## src/rtl/aes_visc_pkg.sv

```systemverilog
// Shared constants, round-constant table and FSM state type for the
// AES-128 round-key scheduler.
package aes_visc_pkg;

    localparam int NR = 10;

    typedef enum logic [0:0] {
        ST_IDLE   = 1'b0,
        ST_EXPAND = 1'b1
    } ks_state_e;

    // Round constant applied when deriving round key idx+1 from round key idx.
    function automatic logic [7:0] rcon(input logic [3:0] idx);
        logic [7:0] rc;
        case (idx)
            4'd0:    rc = 8'h01;
            4'd1:    rc = 8'h02;
            4'd2:    rc = 8'h04;
            4'd3:    rc = 8'h08;
            4'd4:    rc = 8'h10;
            4'd5:    rc = 8'h20;
            4'd6:    rc = 8'h40;
            4'd7:    rc = 8'h80;
            4'd8:    rc = 8'h1b;
            4'd9:    rc = 8'h36;
            default: rc = 8'h00;
        endcase
        return rc;
    endfunction

endpackage

```

## src/rtl/aes_sbox_visc.sv

```systemverilog
// Combinational AES forward S-box; the table holds entry 0x00 in its top byte.
module aes_sbox_visc (
    input  logic [7:0] data,
    output logic [7:0] subst
);

    localparam logic [2047:0] SBOX_TABLE = {
        128'h637c777bf26b6fc53001672bfed7ab76,
        128'hca82c97dfa5947f0add4a2af9ca472c0,
        128'hb7fd9326363ff7cc34a5e5f171d83115,
        128'h04c723c31896059a071280e2eb27b275,
        128'h09832c1a1b6e5aa0523bd6b329e32f84,
        128'h53d100ed20fcb15b6acbbe394a4c58cf,
        128'hd0efaafb434d338545f9027f503c9fa8,
        128'h51a3408f929d38f5bcb6da2110fff3d2,
        128'hcd0c13ec5f974417c4a77e3d645d1973,
        128'h60814fdc222a908846eeb814de5e0bdb,
        128'he0323a0a4906245cc2d3ac629195e479,
        128'he7c8376d8dd54ea96c56f4ea657aae08,
        128'hba78252e1ca6b4c6e8dd741f4bbd8b8a,
        128'h703eb5664803f60e613557b986c11d9e,
        128'he1f8981169d98e949b1e87e9ce5528df,
        128'h8ca1890dbfe6426841992d0fb054bb16
    };

    // Entry x sits at bit offset (255 - x) * 8, i.e. {~x, 3'b000}.
    assign subst = SBOX_TABLE[{~data, 3'b000} +: 8];

endmodule

```

## src/rtl/aes_key_sched_visc.sv

```systemverilog
// AES-128 round-key scheduler: accepts a cipher key and streams round keys
// 0..NR over a valid/ready handshake, one key per cycle when unstalled.
module aes_key_sched_visc #(
    parameter int NR = aes_visc_pkg::NR
) (
    input  logic           clk,
    input  logic           rst_n,
    input  logic           i_key_valid,
    input  logic [127:0]   i_key,
    output logic           o_key_ready,
    output logic           o_rk_valid,
    output logic [127:0]   o_rk,
    output logic [3:0]     o_rk_idx,
    output logic           o_rk_last,
    input  logic           i_rk_ready
);

    import aes_visc_pkg::*;

    localparam logic [3:0] LAST_IDX = 4'(NR);

    ks_state_e      state_r;
    ks_state_e      state_nxt_s;
    logic [127:0]   rk_r;
    logic [127:0]   rk_nxt_s;
    logic [3:0]     idx_r;
    logic [3:0]     idx_nxt_s;
    logic           valid_r;
    logic           valid_nxt_s;

    logic           xfer_s;
    logic [31:0]    rot_word_s;
    logic [31:0]    sub_word_s;
    logic [31:0]    t_word_s;
    logic [31:0]    w4_s;
    logic [31:0]    w5_s;
    logic [31:0]    w6_s;
    logic [31:0]    w7_s;
    logic [127:0]   rk_expanded_s;

    assign xfer_s     = valid_r & i_rk_ready;
    assign rot_word_s = {rk_r[23:0], rk_r[31:24]};

    for (genvar g = 0; g < 4; g++) begin : g_subword
        aes_sbox_visc u_sbox (
            .data  (rot_word_s[8*g +: 8]),
            .subst (sub_word_s[8*g +: 8])
        );
    end

    // Next round key is derived purely from the registered current key.
    always_comb begin
        t_word_s      = sub_word_s ^ {rcon(idx_r), 24'h000000};
        w4_s          = rk_r[127:96] ^ t_word_s;
        w5_s          = rk_r[95:64]  ^ w4_s;
        w6_s          = rk_r[63:32]  ^ w5_s;
        w7_s          = rk_r[31:0]   ^ w6_s;
        rk_expanded_s = {w4_s, w5_s, w6_s, w7_s};
    end

    // Next-state and round-key register updates.
    always_comb begin
        state_nxt_s = state_r;
        rk_nxt_s    = rk_r;
        idx_nxt_s   = idx_r;
        valid_nxt_s = valid_r;
        case (state_r)
            ST_IDLE: begin
                if (i_key_valid) begin
                    rk_nxt_s    = i_key;
                    idx_nxt_s   = 4'd0;
                    valid_nxt_s = 1'b1;
                    state_nxt_s = ST_EXPAND;
                end else begin
                    valid_nxt_s = 1'b0;
                end
            end
            ST_EXPAND: begin
                if (xfer_s) begin
                    if (idx_r >= LAST_IDX) begin
                        // Final key consumed: keep key/index, drop valid.
                        valid_nxt_s = 1'b0;
                        state_nxt_s = ST_IDLE;
                    end else begin
                        rk_nxt_s  = rk_expanded_s;
                        idx_nxt_s = idx_r + 4'd1;
                    end
                end else begin
                    state_nxt_s = ST_EXPAND;
                end
            end
            default: begin
                valid_nxt_s = 1'b0;
                state_nxt_s = ST_IDLE;
            end
        endcase
    end

    // FSM state register.
    always_ff @(posedge clk or negedge rst_n) begin
        if (!rst_n) begin
            state_r <= ST_IDLE;
        end else begin
            state_r <= state_nxt_s;
        end
    end

    // Round-key output register set.
    always_ff @(posedge clk or negedge rst_n) begin
        if (!rst_n) begin
            rk_r    <= 128'h0;
            idx_r   <= 4'd0;
            valid_r <= 1'b0;
        end else begin
            rk_r    <= rk_nxt_s;
            idx_r   <= idx_nxt_s;
            valid_r <= valid_nxt_s;
        end
    end

    assign o_key_ready = (state_r == ST_IDLE);
    assign o_rk_valid  = valid_r;
    assign o_rk        = rk_r;
    assign o_rk_idx    = idx_r;
    assign o_rk_last   = valid_r & (idx_r == LAST_IDX);

endmodule
```

## config.mk

```make
export PLATFORM = sky130hd
export DESIGN_NAME = aes_key_sched_visc
export DESIGN_NICKNAME = d
export VERILOG_FILES = /design/src/rtl/aes_visc_pkg.sv /design/src/rtl/aes_sbox_visc.sv /design/src/rtl/aes_key_sched_visc.sv
export SDC_FILE = /design/constraint.sdc
export NUM_CORES = 1
export LEC_CHECK = 0
export BUFFER_PORTS_ARGS = -buffer_cell sky130_fd_sc_hd__buf_2
export CORE_AREA = 2 2 272 274
export CTS_CLUSTER_SIZE = 40
export DETAILED_ROUTE_END_ITERATION = 6
export DIE_AREA = 0 0 274 276
export HOLD_SLACK_MARGIN = 0.05
export MAX_ROUTING_LAYER = met4
export PLACE_DENSITY_LB_ADDON = 0.15
export SYNTH_ARGS = -nofsm -noshare
export SYNTH_HDL_FRONTEND = slang
export SYNTH_SLANG_ARGS = --single-unit
```

## constraint.sdc

```tcl
create_clock -name clk -period 7.1 [get_ports clk]
set_clock_uncertainty 0.15 [all_clocks]
set_input_delay 0.355 -clock clk [delete_from_list [all_inputs] [get_ports clk]]
set_output_delay 0.355 -clock clk [all_outputs]
set_load 0.01 [all_outputs]
```

# Word-level counts from Yosys, hierarchy flattened
# Memory sizes are Yosys's and may differ from the RTL's.
# Cells that the tools add are included.
# op_classes
eq_ne	5
reduce_logical	2
bitwise_logic	12
n_addsub	1
shift	4
muxes	15
order_cmp	1
# ops
operator	count
$shiftx A2048 B12 Y8 const A	4
$mux W128	3
$pmux W128 S2	1
$xor A32 B32 Y32	5
$not A8 Y8	4
$mux W4	3
$pmux W4 S2	1
$mux W1	5
$add A4 B1 Y4 const B	1
$eq A4 B4 Y1 const B	1
$ge A4 B4 Y1 const B	1
$ne A2 B1 Y1 const B	2
$ne A2 B2 Y1 const B	2
$pmux W1 S2	2
$reduce_and A3 Y1	1
$and A1 B1 Y1	2
$reduce_and A2 Y1	1
$not A1 Y1	1
# totals
in_bits	132
rom_bits	128
ff_bits	134
output_inout_bits	135
n_memories	1
# memory_table
memory	words	width	rd	rd_clocked_by_memory_dff	wr	line	source
(no name shown)	16	8	1	0	0	aes_visc_pkg.sv:15	case (idx)

# Depth between registers and ports, before layout
# logic_depth
depth_word	10
depth_mapped	16
ltp_nobuf	11

# Cells and area by module
# From an unflattened synthesis, not the netlist that was laid out.
# hier_totals
cells_unflattened	3101
hier_area_um2	22375.2
# by_module_without_submodules
module	area_each_um2	instances	cells_per_inst	seq_area_each_um2
aes_sbox_visc	3533.4	4	550	0.0
aes_key_sched_visc	8241.7	1	901	3353.2

# Worst setup path before layout
# Ideal clock, no wire load.
# synth_timing
path_kind	register to register
startpoint	register rk_r[16] (netlist: o_rk[16])
endpoint	register rk_r[91] (netlist: o_rk[91])
arrival_time_ns	3.612
required_time_ns	6.824
path_stages_with_launch	15
setup_slack_ns	3.212
path_buffers	5
setup_ns	0.126
synth_period_minus_slack_ns	3.888
cell_sequence	dfrtp_1 buf_2 clkbuf_1 inv_1 clkbuf_1 ha_1 buf_2 clkbuf_1 nor3_1 o311a_1 o311a_1 a211o_1 xor2_1 a21o_1 a221o_1
# synth_between
elab_chain_len	8
# synth_lines
element	line	source
from (decl)	aes_key_sched_visc.sv:24	logic [127:0] rk_r;
from (signal assigned)	aes_key_sched_visc.sv:115	rk_r <= rk_nxt_s;
$not A8 Y8	aes_sbox_visc.sv:27	assign subst = SBOX_TABLE[{~data, 3'b000} +: 8];
$shiftx A2048 B12 Y8	aes_sbox_visc.sv:27	
$xor A32 B32 Y32	aes_key_sched_visc.sv:53	t_word_s = sub_word_s ^ {rcon(idx_r), 24'h000000};
$xor A32 B32 Y32	aes_key_sched_visc.sv:54	w4_s = rk_r[127:96] ^ t_word_s;
$xor A32 B32 Y32	aes_key_sched_visc.sv:55	w5_s = rk_r[95:64] ^ w4_s;
$mux W128	aes_key_sched_visc.sv:80	if (idx_r >= LAST_IDX) begin
$mux W128	aes_key_sched_visc.sv:79	if (xfer_s) begin
$pmux W128 S2	aes_key_sched_visc.sv:67	case (state_r)
# Every way passes these cells. The select of a mux whose other input is x is not followed.
# A chain may end at the register's enable or synchronous reset.

# Worst setup path in the final report
# layout_timing
startpoint	register rk_r[16] (netlist: o_rk[16])
endpoint	register rk_r[25] (netlist: o_rk[25])
# layout_between
elab_chain_len	10
# layout_lines
element	line	source
$not A8 Y8	aes_sbox_visc.sv:27	
$shiftx A2048 B12 Y8	aes_sbox_visc.sv:27	
$xor A32 B32 Y32	aes_key_sched_visc.sv:53	
$xor A32 B32 Y32	aes_key_sched_visc.sv:54	
$xor A32 B32 Y32	aes_key_sched_visc.sv:55	
$xor A32 B32 Y32	aes_key_sched_visc.sv:56	w6_s = rk_r[63:32] ^ w5_s;
$xor A32 B32 Y32	aes_key_sched_visc.sv:57	w7_s = rk_r[31:0] ^ w6_s;
$mux W128	aes_key_sched_visc.sv:80	
$mux W128	aes_key_sched_visc.sv:79	
$pmux W128 S2	aes_key_sched_visc.sv:67	
# Every way passes these cells. The select of a mux whose other input is x is not followed.

==> flow_summary.json <==
{
  "synth_edf_count": 0,
  "post-route-period-util_pct": 71.6,
  "criticalPathCategory": "flop to flop",
  "cp_top_family": "XOR/XNOR gates",
  "reg2reg_setup_slack_ns": 2.02,
  "worstHoldStart": "i_key[9]",
  "setup_viol": 0,
  "r2r-end": "o_rk[25]",
  "io_pins": 267,
  "synth_area_leaders": "dfrtp_1, o21ai_0, xnor2_1",
  "place_congestion": 1.04,
  "place_area_um2": 23100,
  "finalSetupTns_ns": 0,
  "async_reset_ff_share_pct": 100,
  "drc": 8,
  "holdPathEnd": "o_rk[9]",
  "violations": "DRC",
  "yosysTopAreaCell": "dfrtp_1",
  "slew_headroom_pct": 15.5,
  "drive_gt1_share_pct": 16.0,
  "firstDrtPassIters": 7,
  "fin_cells": 4022,
  "crit_path_end_kind": "flop",
  "cp_max_fo": 15,
  "hold_ws_ns": 0.0776,
  "post_cts_resized": 0,
  "detail-route-antenna-nets": 0,
  "via_per_inst": 6.52,
  "ys.flop_type": "dfrtp_1",
  "grt-ovfl-total": 0,
  "post_drt_wl_per_cell_um": 30.0,
  "drtIter0Drc": 4568,
  "rows": 99,
  "clock-sinks": 134,
  "grt_max_degree": 89,
  "cts-buffers-inserted": 17,
  "die_w_um": 274,
  "p_per_area_nw_per_um2": 133,
  "cp.arrival_ns": 5.30,
  "r2r_cells": 12,
  "hold_viol": 0,
  "syn_inst": 2921,
  "crit-reg2reg-launch": "o_rk[16]",
  "grt_pass1_vias": 24900,
  "fmax_mhz": 197,
  "synth_cell_types": 105,
  "htreeDepth": 4,
  "clkLatencyLatePin_ns": 0.50,
  "worst_setup_path_start_kind": "flop",
  "p_leak_nw": 9.63,
  "root_buffer": "clkbuf_16",
  "min_period_ns": 5.08,
  "synth_warnings": 0,
  "syn_nets": 3117,
  "fin_area_um2": 24900,
  "cts.reportedPaths.clkPinSlew_ns": 0.08,
  "cp_slowest_cell": "xnor2_1",
  "max-vdd-ir-drop_v": 0.000132,
  "status": "complete, but fails checks",
  "synth_seq_cells": 134,
  "fill_cells": 7837,
  "crit_required_ns": 7.32,
  "synth_area_per_cell_um2": 7.39,
  "start_util_pct": 29.7,
  "core_um2": 72600,
  "hold_depth": 3,
  "port_buffers": 266,
  "path_buf_inv": 3,
  "hold_path_class": "input port to flop",
  "cts_max_path_buffers": 2,
  "finalMaxSlewViolations": 0,
  "fp.dieH_um": 276,
  "antenna_found_initial": 4,
  "rsz0062_at_grt": "no",
  "netlist_area_um2": 21600,
  "yosys.area.top_type_share_pct": 15.5,
  "max_stage_delay_ns": 0.94,
  "cts_tree": "built",
  "dp_hpwl_um": 83200,
  "cap_viol_max_count": 0,
  "vias": 26200,
  "grt_use_total_pct": 31.6,
  "wl_um": 121000,
  "die-area_um2": 75600,
  "grt_pass1_wl_um": 176000,
  "crit_start": "o_rk[16]",
  "dp_cells": 3871,
  "nets": 3242,
  "yosysSeqAreaShare_pct": 15.5,
  "synthToLayoutAreaGrowth_pct": 15.3,
  "crit_chain": "inv_1 -> ha_1 -> buf_4 -> inv_1 -> mux4_2 -> mux4_2 -> nor2_1 -> o32ai_2 -> xnor2_2 -> xnor2_1 -> o211ai_1 -> o311ai_1",
  "tightest_slew_ns": 1.27
}
## state kept, by name, summed over array words and instances (netlist names)
| signal | cells |
|---|---|
| state_r | 1 |
| o_rk_valid | 1 |
| o_rk_idx | 4 |
| o_rk | 128 |
## power breakdown
part / switching (mW) / total (mW) / internal (mW)
Sequential: 0.0752 / 0.875 / 0.799
Combinational: 0.899 / 1.42 / 0.521
Clock: 0.442 / 1.02 / 0.575
Total: 1.42 / 3.31 / 1.90
## worst min-delay path: cells and delay by family
family          cells  cell delay (ns)
compound gates      1             0.09
buf+inv             2             0.23
## per-layer routing
metal  wire length [um]  track usage (%)
met5                  0                -
met3              11800             6.18
met4               4670             11.5
met2              52500             46.2
met1              51500             42.7
## stage by stage
| stage | utilization, % | power (mW) | worst slack, ns |
|---|---|---|---|
| 6_report | 34.3 | 3.31 | 2.02 |
| 3_5_place_dp | 31.8 | 2.21 | 2.18 |
| 4_1_cts | 34.3 | 3.30 | 2.17 |
| 3_3_place_gp | 31.8 | 2.23 | 2.14 |
| 2_1_floorplan | - | 1.72 | 3.21 |
| 5_1_grt | 34.3 | 3.46 | 2.01 |
## cell families after synthesis
logic type	share of synthesized area [%]
XOR/XNOR	6.50
flip-flops	15.5
AND/OR/NAND/NOR	23.6
AO/OA/AOI/OAI	36.4
multiplexers	5.95
adder cells (fa/ha/maj)	3.74
buffers and inverters	8.24
## Yosys cell counts, types with 35 or more instances
| cell | number |
|---|---|
| a21oi_1 | 167 |
| mux2i_1 | 37 |
| a22oi_1 | 55 |
| mux4_2 | 35 |
| a31oi_1 | 64 |
| nand2b_1 | 97 |
| clkbuf_1 | 164 |
| nor2b_1 | 83 |
| inv_1 | 46 |
| ha_1 | 63 |
| nor3_1 | 133 |
| a221o_1 | 68 |
| nand2_1 | 228 |
| nor2_1 | 189 |
| buf_2 | 125 |
| o21ai_0 | 188 |
| dfrtp_1 | 134 |
| xor2_1 | 42 |
| xnor2_1 | 102 |
| nand3_1 | 101 |
| a211oi_1 | 45 |
| a311oi_1 | 47 |
| o211ai_1 | 45 |
## what timing repair did
action                                  4_1_cts  5_1_grt
setup buffers                                 0        0
endpoints found under the setup margin        0        0
hold buffers                                115        0
endpoints found under the hold margin       201        0
## cells in the final DEF (no fill, tap or decap), types with 19 or more instances in the layout
master / Yosys / routed
a211oi_1: 45 / 45
xor2_1: 42 / 42
inv_1: 46 / 45
o211ai_1: 45 / 45
mux2i_1: 37 / 37
o221ai_1: 21 / 21
dlygate4sd3_1: 0 / 115
xnor2_1: 102 / 102
buf_4: 17 / 63
nor3b_1: 29 / 29
a221o_1: 68 / 68
a31oi_1: 64 / 64
a21oi_1: 167 / 167
nor2_1: 189 / 187
o31ai_1: 34 / 34
a211o_1: 20 / 20
ha_1: 63 / 63
a21o_1: 30 / 30
a221oi_1: 19 / 19
mux4_2: 35 / 35
nor2b_1: 83 / 82
nor3_1: 133 / 133
o21ai_0: 188 / 188
a22oi_1: 55 / 55
dfrtp_1: 134 / 122
or3_1: 23 / 23
o311a_1: 19 / 19
nand3_1: 101 / 101
a311oi_1: 47 / 47
nand2_1: 228 / 227
and2_1: 28 / 28
o311ai_0: 33 / 33
nand2b_1: 97 / 97
buf_2: 125 / 265
## final cells by class
type	count	area [um2]	area share [%]
timing repair buffer	445	2980	12.0
sequential	134	3380	13.6
inverter	59	221	0.890
antenna	4	10.0	0.0402
multi-input combinational	2389	16500	66.2
tap	959	1200	4.82
clock inverter	10	146	0.588
clock buffer	22	464	1.87
## how the worst max path moves through the flow
stage / slack (ns) / to / cells past startpoint
6_report: 2.02 / o_rk[25] / 12
5_1_grt: 2.01 / o_rk[43] / 10
4_1_cts: 2.17 / o_rk[25] / 12
3_5_place_dp: 2.18 / o_rk[25] / 12
3_3_place_gp: 2.14 / o_rk[25] / 11
2_1_floorplan: 3.21 / o_rk[91] / 14
(Power assumes the default switching activity.)
